--- src/rtl/alu_pkg.sv ---
// rtl/alu_pkg.sv - shared opcodes, select struct and decode helpers for the logic-unit issue stage
package alu_pkg;

    localparam logic [2:0] OP_AND  = 3'b000;
    localparam logic [2:0] OP_OR   = 3'b001;
    localparam logic [2:0] OP_XOR  = 3'b010;
    localparam logic [2:0] OP_NAND = 3'b011;
    localparam logic [2:0] OP_NOR  = 3'b100;
    localparam logic [2:0] OP_XNOR = 3'b101;

    typedef struct packed {
        logic sel_and;
        logic sel_or;
        logic sel_xor;
        logic sel_inv;
    } logic_sel_t;

    typedef enum logic [1:0] {
        BUF_EMPTY = 2'd0,
        BUF_ONE   = 2'd1,
        BUF_FULL  = 2'd2
    } buf_state_t;

    function automatic logic is_legal_op(input logic [2:0] op);
        return op <= OP_XNOR;
    endfunction

    function automatic logic_sel_t decode_op(input logic [2:0] op);
        logic_sel_t sel;
        sel = '0;
        case (op)
            OP_AND:  sel.sel_and = 1'b1;
            OP_OR:   sel.sel_or  = 1'b1;
            OP_XOR:  sel.sel_xor = 1'b1;
            OP_NAND: begin sel.sel_and = 1'b1; sel.sel_inv = 1'b1; end
            OP_NOR:  begin sel.sel_or  = 1'b1; sel.sel_inv = 1'b1; end
            OP_XNOR: begin sel.sel_xor = 1'b1; sel.sel_inv = 1'b1; end
            default: sel = '0;
        endcase
        return sel;
    endfunction

endpackage

--- src/rtl/alu_skid_buf.sv ---
// rtl/alu_skid_buf.sv - two-entry skid buffer (main M + skid S) with registered in_ready and out_valid
module alu_skid_buf
    import alu_pkg::*;
#(
    parameter int PW = 20
) (
    input  logic          clk,
    input  logic          rst_n,
    input  logic          in_valid,
    output logic          in_ready,
    input  logic [PW-1:0] in_data,
    output logic          out_valid,
    input  logic          out_ready,
    output logic [PW-1:0] out_data
);

    buf_state_t    state_q, state_d;
    logic [PW-1:0] m_q, m_d;
    logic [PW-1:0] s_q, s_d;
    logic          ready_q, ready_d;
    logic          valid_q, valid_d;
    logic          push;

    assign push = in_valid & ready_q;

    always_comb begin
        state_d = state_q;
        m_d     = m_q;
        s_d     = s_q;
        case (state_q)
            BUF_EMPTY: begin
                if (push) begin
                    m_d     = in_data;
                    state_d = BUF_ONE;
                end
            end
            BUF_ONE: begin
                if (out_ready) begin
                    if (push) m_d = in_data;
                    else      state_d = BUF_EMPTY;
                end else if (push) begin
                    s_d     = in_data;
                    state_d = BUF_FULL;
                end
            end
            BUF_FULL: begin
                // in_ready is low here, so nothing new can arrive while S drains into M
                if (out_ready) begin
                    m_d     = s_q;
                    state_d = BUF_ONE;
                end
            end
            default: state_d = BUF_EMPTY;
        endcase
        ready_d = (state_d != BUF_FULL);
        valid_d = (state_d != BUF_EMPTY);
    end

    always_ff @(posedge clk or negedge rst_n) begin
        if (!rst_n) begin
            state_q <= BUF_EMPTY;
            m_q     <= '0;
            s_q     <= '0;
            ready_q <= 1'b1;
            valid_q <= 1'b0;
        end else begin
            state_q <= state_d;
            m_q     <= m_d;
            s_q     <= s_d;
            ready_q <= ready_d;
            valid_q <= valid_d;
        end
    end

    assign in_ready  = ready_q;
    assign out_valid = valid_q;
    assign out_data  = m_q;

endmodule

--- src/rtl/alu_logic_issue.sv ---
// rtl/alu_logic_issue.sv - issue stage: opcode decode, illegal-op rejection and skid-buffered issue to the logic unit
module alu_logic_issue
    import alu_pkg::*;
#(
    parameter int WIDTH     = 8,
    parameter int ERR_CNT_W = 8
) (
    input  logic                 clk,
    input  logic                 rst_n,
    input  logic                 in_valid,
    output logic                 in_ready,
    input  logic [2:0]           in_op,
    input  logic [WIDTH-1:0]     in_a,
    input  logic [WIDTH-1:0]     in_b,
    output logic                 out_valid,
    input  logic                 out_ready,
    output logic                 c_and,
    output logic                 c_or,
    output logic                 c_xor,
    output logic                 c_inv,
    output logic [WIDTH-1:0]     a,
    output logic [WIDTH-1:0]     b,
    output logic                 op_err,
    output logic [ERR_CNT_W-1:0] err_cnt
);

    localparam int PW = $bits(logic_sel_t) + 2 * WIDTH;

    logic                 accept;
    logic                 legal;
    logic                 op_err_q, op_err_d;
    logic [ERR_CNT_W-1:0] err_cnt_q, err_cnt_d;
    logic [PW-1:0]        in_payload;
    logic [PW-1:0]        out_payload;
    logic_sel_t           m_sel;

    assign accept = in_valid & in_ready;
    assign legal  = is_legal_op(in_op);

    // Payload carries the decoded selects, so downstream never sees a raw opcode
    assign in_payload = {decode_op(in_op), in_a, in_b};

    alu_skid_buf #(
        .PW(PW)
    ) u_skid (
        .clk       (clk),
        .rst_n     (rst_n),
        .in_valid  (in_valid & legal),
        .in_ready  (in_ready),
        .in_data   (in_payload),
        .out_valid (out_valid),
        .out_ready (out_ready),
        .out_data  (out_payload)
    );

    assign {m_sel, a, b} = out_payload;

    assign c_and = out_valid & m_sel.sel_and;
    assign c_or  = out_valid & m_sel.sel_or;
    assign c_xor = out_valid & m_sel.sel_xor;
    assign c_inv = out_valid & m_sel.sel_inv;

    always_comb begin
        op_err_d  = accept & ~legal;
        err_cnt_d = err_cnt_q;
        if (op_err_d && (err_cnt_q != {ERR_CNT_W{1'b1}}))
            err_cnt_d = err_cnt_q + 1'b1;
    end

    always_ff @(posedge clk or negedge rst_n) begin
        if (!rst_n) begin
            op_err_q  <= 1'b0;
            err_cnt_q <= '0;
        end else begin
            op_err_q  <= op_err_d;
            err_cnt_q <= err_cnt_d;
        end
    end

    assign op_err  = op_err_q;
    assign err_cnt = err_cnt_q;

endmodule

--- config.mk ---
export PLATFORM = sky130hd
export DESIGN_NAME = alu_logic_issue
export DESIGN_NICKNAME = d
export VERILOG_FILES = /design/src/rtl/alu_pkg.sv /design/src/rtl/alu_skid_buf.sv /design/src/rtl/alu_logic_issue.sv
export SDC_FILE = /design/constraint.sdc
export NUM_CORES = 1
export LEC_CHECK = 0
export CAP_MARGIN = 15
export CORE_AREA = 2 2 97 99
export DETAILED_ROUTE_END_ITERATION = 12
export DIE_AREA = 0 0 99 101
export PLACE_DENSITY = 0.57
export SLEW_MARGIN = 20
export SYNTH_ARGS = -nofsm -noshare
export SYNTH_HDL_FRONTEND = slang
export SYNTH_HIERARCHICAL = 1
export SYNTH_SLANG_ARGS = --single-unit
--- constraint.sdc ---
create_clock -name clk -period 4 [get_ports clk]
set_clock_uncertainty 0.05 [all_clocks]
set_input_delay 0.4 -clock clk [delete_from_list [all_inputs] [get_ports clk]]
set_output_delay 0.4 -clock clk [all_outputs]
set_load 0.03 [all_outputs]
* Word-level counts from Yosys, hierarchy flattened *
Cells that the tools add are included.

storage, ports and cells
  bits of input ports = 23
  flip-flop bits (word level) = 53

cells by class
  equality and inequality tests = 11
  $add $sub $neg = 1
  bitwise logic cells = 10
  magnitude comparators = 1
  reductions and logical operators = 11
  muxes and demuxes = 14

operator list
  operator                                                          count
  20-bit two-way mux                                                3
  20-bit case mux with 3 select lines                               1
  2-bit two-way mux                                                 5
  8-bit by 1-bit adder with 8-bit output (second input constant)    1
  1-bit AND                                                         8
  8-bit inequality test (second input constant)                     1
  3-bit by 2-bit == test with 1-bit output (second input constant)  2
  3-bit == test (second input constant)                             2
  2-bit inequality test (second input constant)                     3
  2-bit case mux with 3 select lines                                1
  3-bit AND reduction                                               2
  2-bit OR reduction                                                3
  1-bit two-way mux                                                 4
  3-bit by 1-bit == test with 1-bit output (second input constant)  1
  3-bit <= comparator (second input constant)                       1
  3-bit zero test                                                   1
  3-bit nonzero test                                                1
  3-bit OR reduction                                                1
  2-bit by 1-bit == test with 1-bit output (second input constant)  1
  2-bit == test (second input constant)                             1
  2-bit zero test                                                   1
  1-bit NOT                                                         2
  2-bit nonzero test                                                1
  1-bit logical AND                                                 1

* Logic depth before layout (Yosys ltp) *
  depth after elaboration = 7
  gate-level depth with buffers = 6
  depth with buffers taken out = 5

* By module *
Netlist, hierarchy kept.

modules (own cells, without submodules)
  module           area each (µm²)  cells each  times used
  alu_skid_buf     2097.0           126         1
  alu_logic_issue  550.5            54          1

* Least setup slack after synthesis *
Ideal clock, no wire load.

  kind = input -> register
  start = in in_op[2]
  end = reg u_skid.m_q[10], in the netlist u_skid/out_data[10]
  stages = 6
  slack = 2058 ps
  arrival = 1767 ps
  path buffers = 2
  data required time = 3825 ps
  cells stage by stage = buf_2 > a21boi_0 > nand2_1 > o311ai_2 > buf_4 > mux2_4

on the way
  cells in the longest elaborated chain, start to end = 6

ends and longest elaborated chain
  what                                     RTL line               text
  start, declared                          alu_logic_issue.sv:12  input logic [2:0] in_op,
  3-bit <= comparator (*)                  alu_pkg.sv:25          return op <= OP_XNOR;
  1-bit AND (*)                            alu_logic_issue.sv:48  .in_valid (in_valid & legal),
  1-bit AND (*)                            alu_skid_buf.sv:24     assign push = in_valid & ready_q;
  20-bit two-way mux (*)                   -
  20-bit two-way mux                       -
  20-bit case mux with 3 select lines (*)  -
  end signal, assigned                     alu_skid_buf.sv:68     m_q <= m_d;
  end, declared                            alu_skid_buf.sv:18     logic [PW-1:0] m_q, m_d;

Mark *: on every way between the ends. The rest lies on a longest branch, timed or not. The select of a mux whose other input is x is not followed.
A chain may end at the register's enable or synchronous reset.

* Worst setup path in the final report *
  start = in in_op[2]
  end = reg u_skid.m_q[13], in the netlist u_skid/out_data[13]

The elaborated chain is that of the path after synthesis.

==> out/qor.csv <==
metric,value,unit
Worst VDD drop,0.0002064,V
CTS tree,yes,
sequential share of the synthesized area,50.14,%
Synthesized Nets,204,
drt first-iter violations,28,
Initial Utilization,29.49,%
Lkg Pwr,1.469,nW
vias,1547,
insertion delay to the later sink of the worst-skew pair,0.30,ns
combinational family with the most area after synthesis,multiplexers,
Synth Area in Simple Gates,8.885,%
Fin. Hold Viols,0,
pwr/cell area,678.4,nW/um2
die width,99,um
clock buffer count from CTS,5,
Max-slew headroom,41.28,%
GRT Overall Usage,10.17,%
Worst setup EP type,register,
critical path required time,4.15,ns
WHS Path Cells,1,
DRC viols,0,
register bit total from synthesis,53,
RSZ-0062 raised after global routing,no,
fin util,37.99,%
die area,9999,um2
CP Max Fanout,20,
initial antenna violation count,0,
I/O pin cnt,54,
HPWL after detailed placement,3.332,mm
library cells used by synthesis,38,
GRT met3 Usage,2.288,%
synth warn,6,
f_max,427.0,MHz
post-synthesis mux area share,32.99,%
Rows,35,
fraction of layout cells with a size suffix above 1,26.47,%
critical path class,in2reg,
status,finished clean,
largest net degree at the start of global routing,41,
cts hold-fix bufs,1,
Wirelength per Cell,13.92,um
Synth Area in Compound Gates,3.355,%
core area,8977,um2
WL final,4.859,mm
Crit path max-delay family,buffers and inverters,
n_diodes,0,
First-pass DRT Iterations,4,
clk sinks,53,
GR Util met1,14.16,%
Mapped Cells,180,
Worst EP arrival,2.49,ns
max_cap viols,0,
Final period util,58.55,%
Routed Antenna Nets,0,
via/cell ratio,4.433,
Worst-Margin Slew,0.8789,ns
Post-synth top flop,dfrtp_1,
Most Crowded Layer GR,met2,
XOR/XNOR share of the synthesized area,1.323,%
Root Buffer,clkbuf_8,
GRT overflow,0,
stages on the worst setup path,6,
crit start category,input pin,
Reg2Reg Depth,3,
Mapped Area,2648,um2
M2 GR Usage,16.11,%
vias in the first global route,1541,
"EDFF count, synth",0,
Synth Area per Inst,14.71,um2
"Net count, final",261,
setup total negative slack,0,ns
first-pass GRT wire length,7.907,mm
worst hold path class,reg2reg,
multi-input logic area,1260,um2
CP Cell Sequence,clkdlybuf4s50_1 > a21boi_0 > nand2_1 > o311ai_4 > buf_4 > mux2_4,
port buffer count,53,
Clock Path Buffers,2,
H-tree depth,2,
Die Height,101,um
"Max stage delay cell, worst path",clkdlybuf4s50_1,
synthesis-to-layout area growth,28.83,%
hold slack,0.4426,ns
share of flip-flops with an asynchronous set or reset,100.0,%
post-cts sizing count,0,
crit path time final,2.342,ns
fill count,864,
"slowest stage delay, CP",0.56,ns
FF+latch area,1328,um2
Clock transition at path regs,0.10,ns
post-synthesis adder-cell area fraction,0.4726,%
Final Slew Violations,0,
post-CTS setup buffer count,0,
Worst Path Buf+Inv,2,
Routability Congestion,0.7816,
Final setup viols,0,
[layout by cell type (no fill, tap or decap), drive strengths merged, types with 2 or more instances in the layout]
cell	instances
nor2b	3
dfrtp	52
nor2	3
nand4	3
buf	4
nand2	8
o21ai	3
clkbuf	5
mux2	64
clkdlybuf4s50	52
nand2b	2
and2	5
nor3	2
nand3	3
a21oi	4
a21boi	2
xnor2	4
inv	4
[registers in the layout (all words and copies together) (netlist names)]
register / count
u_skid/state_q: 2
u_skid/out_data: 20
u_skid/out_valid: 1
u_skid/in_ready: 1
u_skid/s_q: 20
err_cnt: 8
op_err: 1
[metrics by stage]
step | area, um2 | setup slack (ns) | total power, mW | instances
3_3_place_gp | 3288 | 1.366 | 1.948 | 340
5_1_grt | 3411 | 1.536 | 2.459 | 349
3_5_place_dp | 3288 | 1.320 | 1.973 | 340
4_1_cts | 3411 | 1.673 | 2.355 | 349
6_report | 3411 | 1.658 | 2.314 | 349
2_1_floorplan | 2648 | 2.058 | 1.594 | 180
[metal layers]
layer | part of all wire (%) | up-vias
li1 | - | 750
met1 | 49 | 762
met2 | 46 | 33
met3 | 4.3 | 2
met4 | 0.39 | 0
met5 | 0 | -
[worst paths after layout]
path / startpoint / end / slack, ns
setup / recovery: in_op[2] / u_skid/out_data[13] / 1.66
hold / removal: u_skid/s_q[6] / u_skid/s_q[6] / 0.44
setup reg to reg: u_skid/state_q[1] / u_skid/out_data[18] / 1.86
hold reg to reg: u_skid/s_q[6] / u_skid/s_q[6] / 0.44
max in group asynchronous: rst_n / u_skid/in_ready / 2.60
min in group asynchronous: rst_n / u_skid/out_data[15] / 0.46
[Yosys cell counts (2+ instances only)]
cell / instances / area, um2
nand2_1: 8 / 30.03
buf_4: 3 / 22.52
a21boi_0: 2 / 15.01
o21ai_0: 2 / 10.01
mux2_1: 23 / 259.0
a21oi_1: 4 / 20.02
mux2_4: 38 / 570.6
buf_6: 3 / 33.78
mux2_2: 3 / 33.78
nor3_1: 2 / 10.01
nand3_1: 3 / 15.01
nand4_4: 2 / 42.54
xnor2_1: 4 / 35.03
and2_1: 5 / 31.28
nor2_1: 3 / 11.26
inv_1: 2 / 7.510
dfrtp_1: 52 / 1301
[cells by family after synthesis]
family / count (synthesis)
adder cells (fa/ha/maj): 1
AO/OA/AOI/OAI: 13
AND/OR/NAND/NOR: 34
flip-flops: 53
buffers and inverters: 10
XOR/XNOR: 4
multiplexers: 65
[report_power, final]
group / internal (mW) / leakage, nW / switching (mW) / total [mW]
Sequential: 0.772 / 0.647 / 0.163 / 0.935
Combinational: 0.538 / 0.763 / 0.470 / 1.01
Clock: 0.188 / 0.0585 / 0.184 / 0.371
Total: 1.50 / 1.47 / 0.816 / 2.31
[final cells by class]
| cell class | count | share of cell area [%] |
|---|---|---|
| inverters | 3 | 0.4035 |
| multi-input cells | 117 | 36.94 |
| well taps | 111 | 4.072 |
| clock buffers | 5 | 2.018 |
| repair buffers | 57 | 16.36 |
| flip-flops and latches | 53 | 38.92 |
| clock inverters | 3 | 1.284 |
[worst reg2reg max path: stages, from the launching register on]
cell and delay, ns:
dfrtp_1 0.52, nor2b_4 0.79, mux2_2 0.42, mux2_4 0.25
No activity file was read; power rests on OpenSTA's default activity.
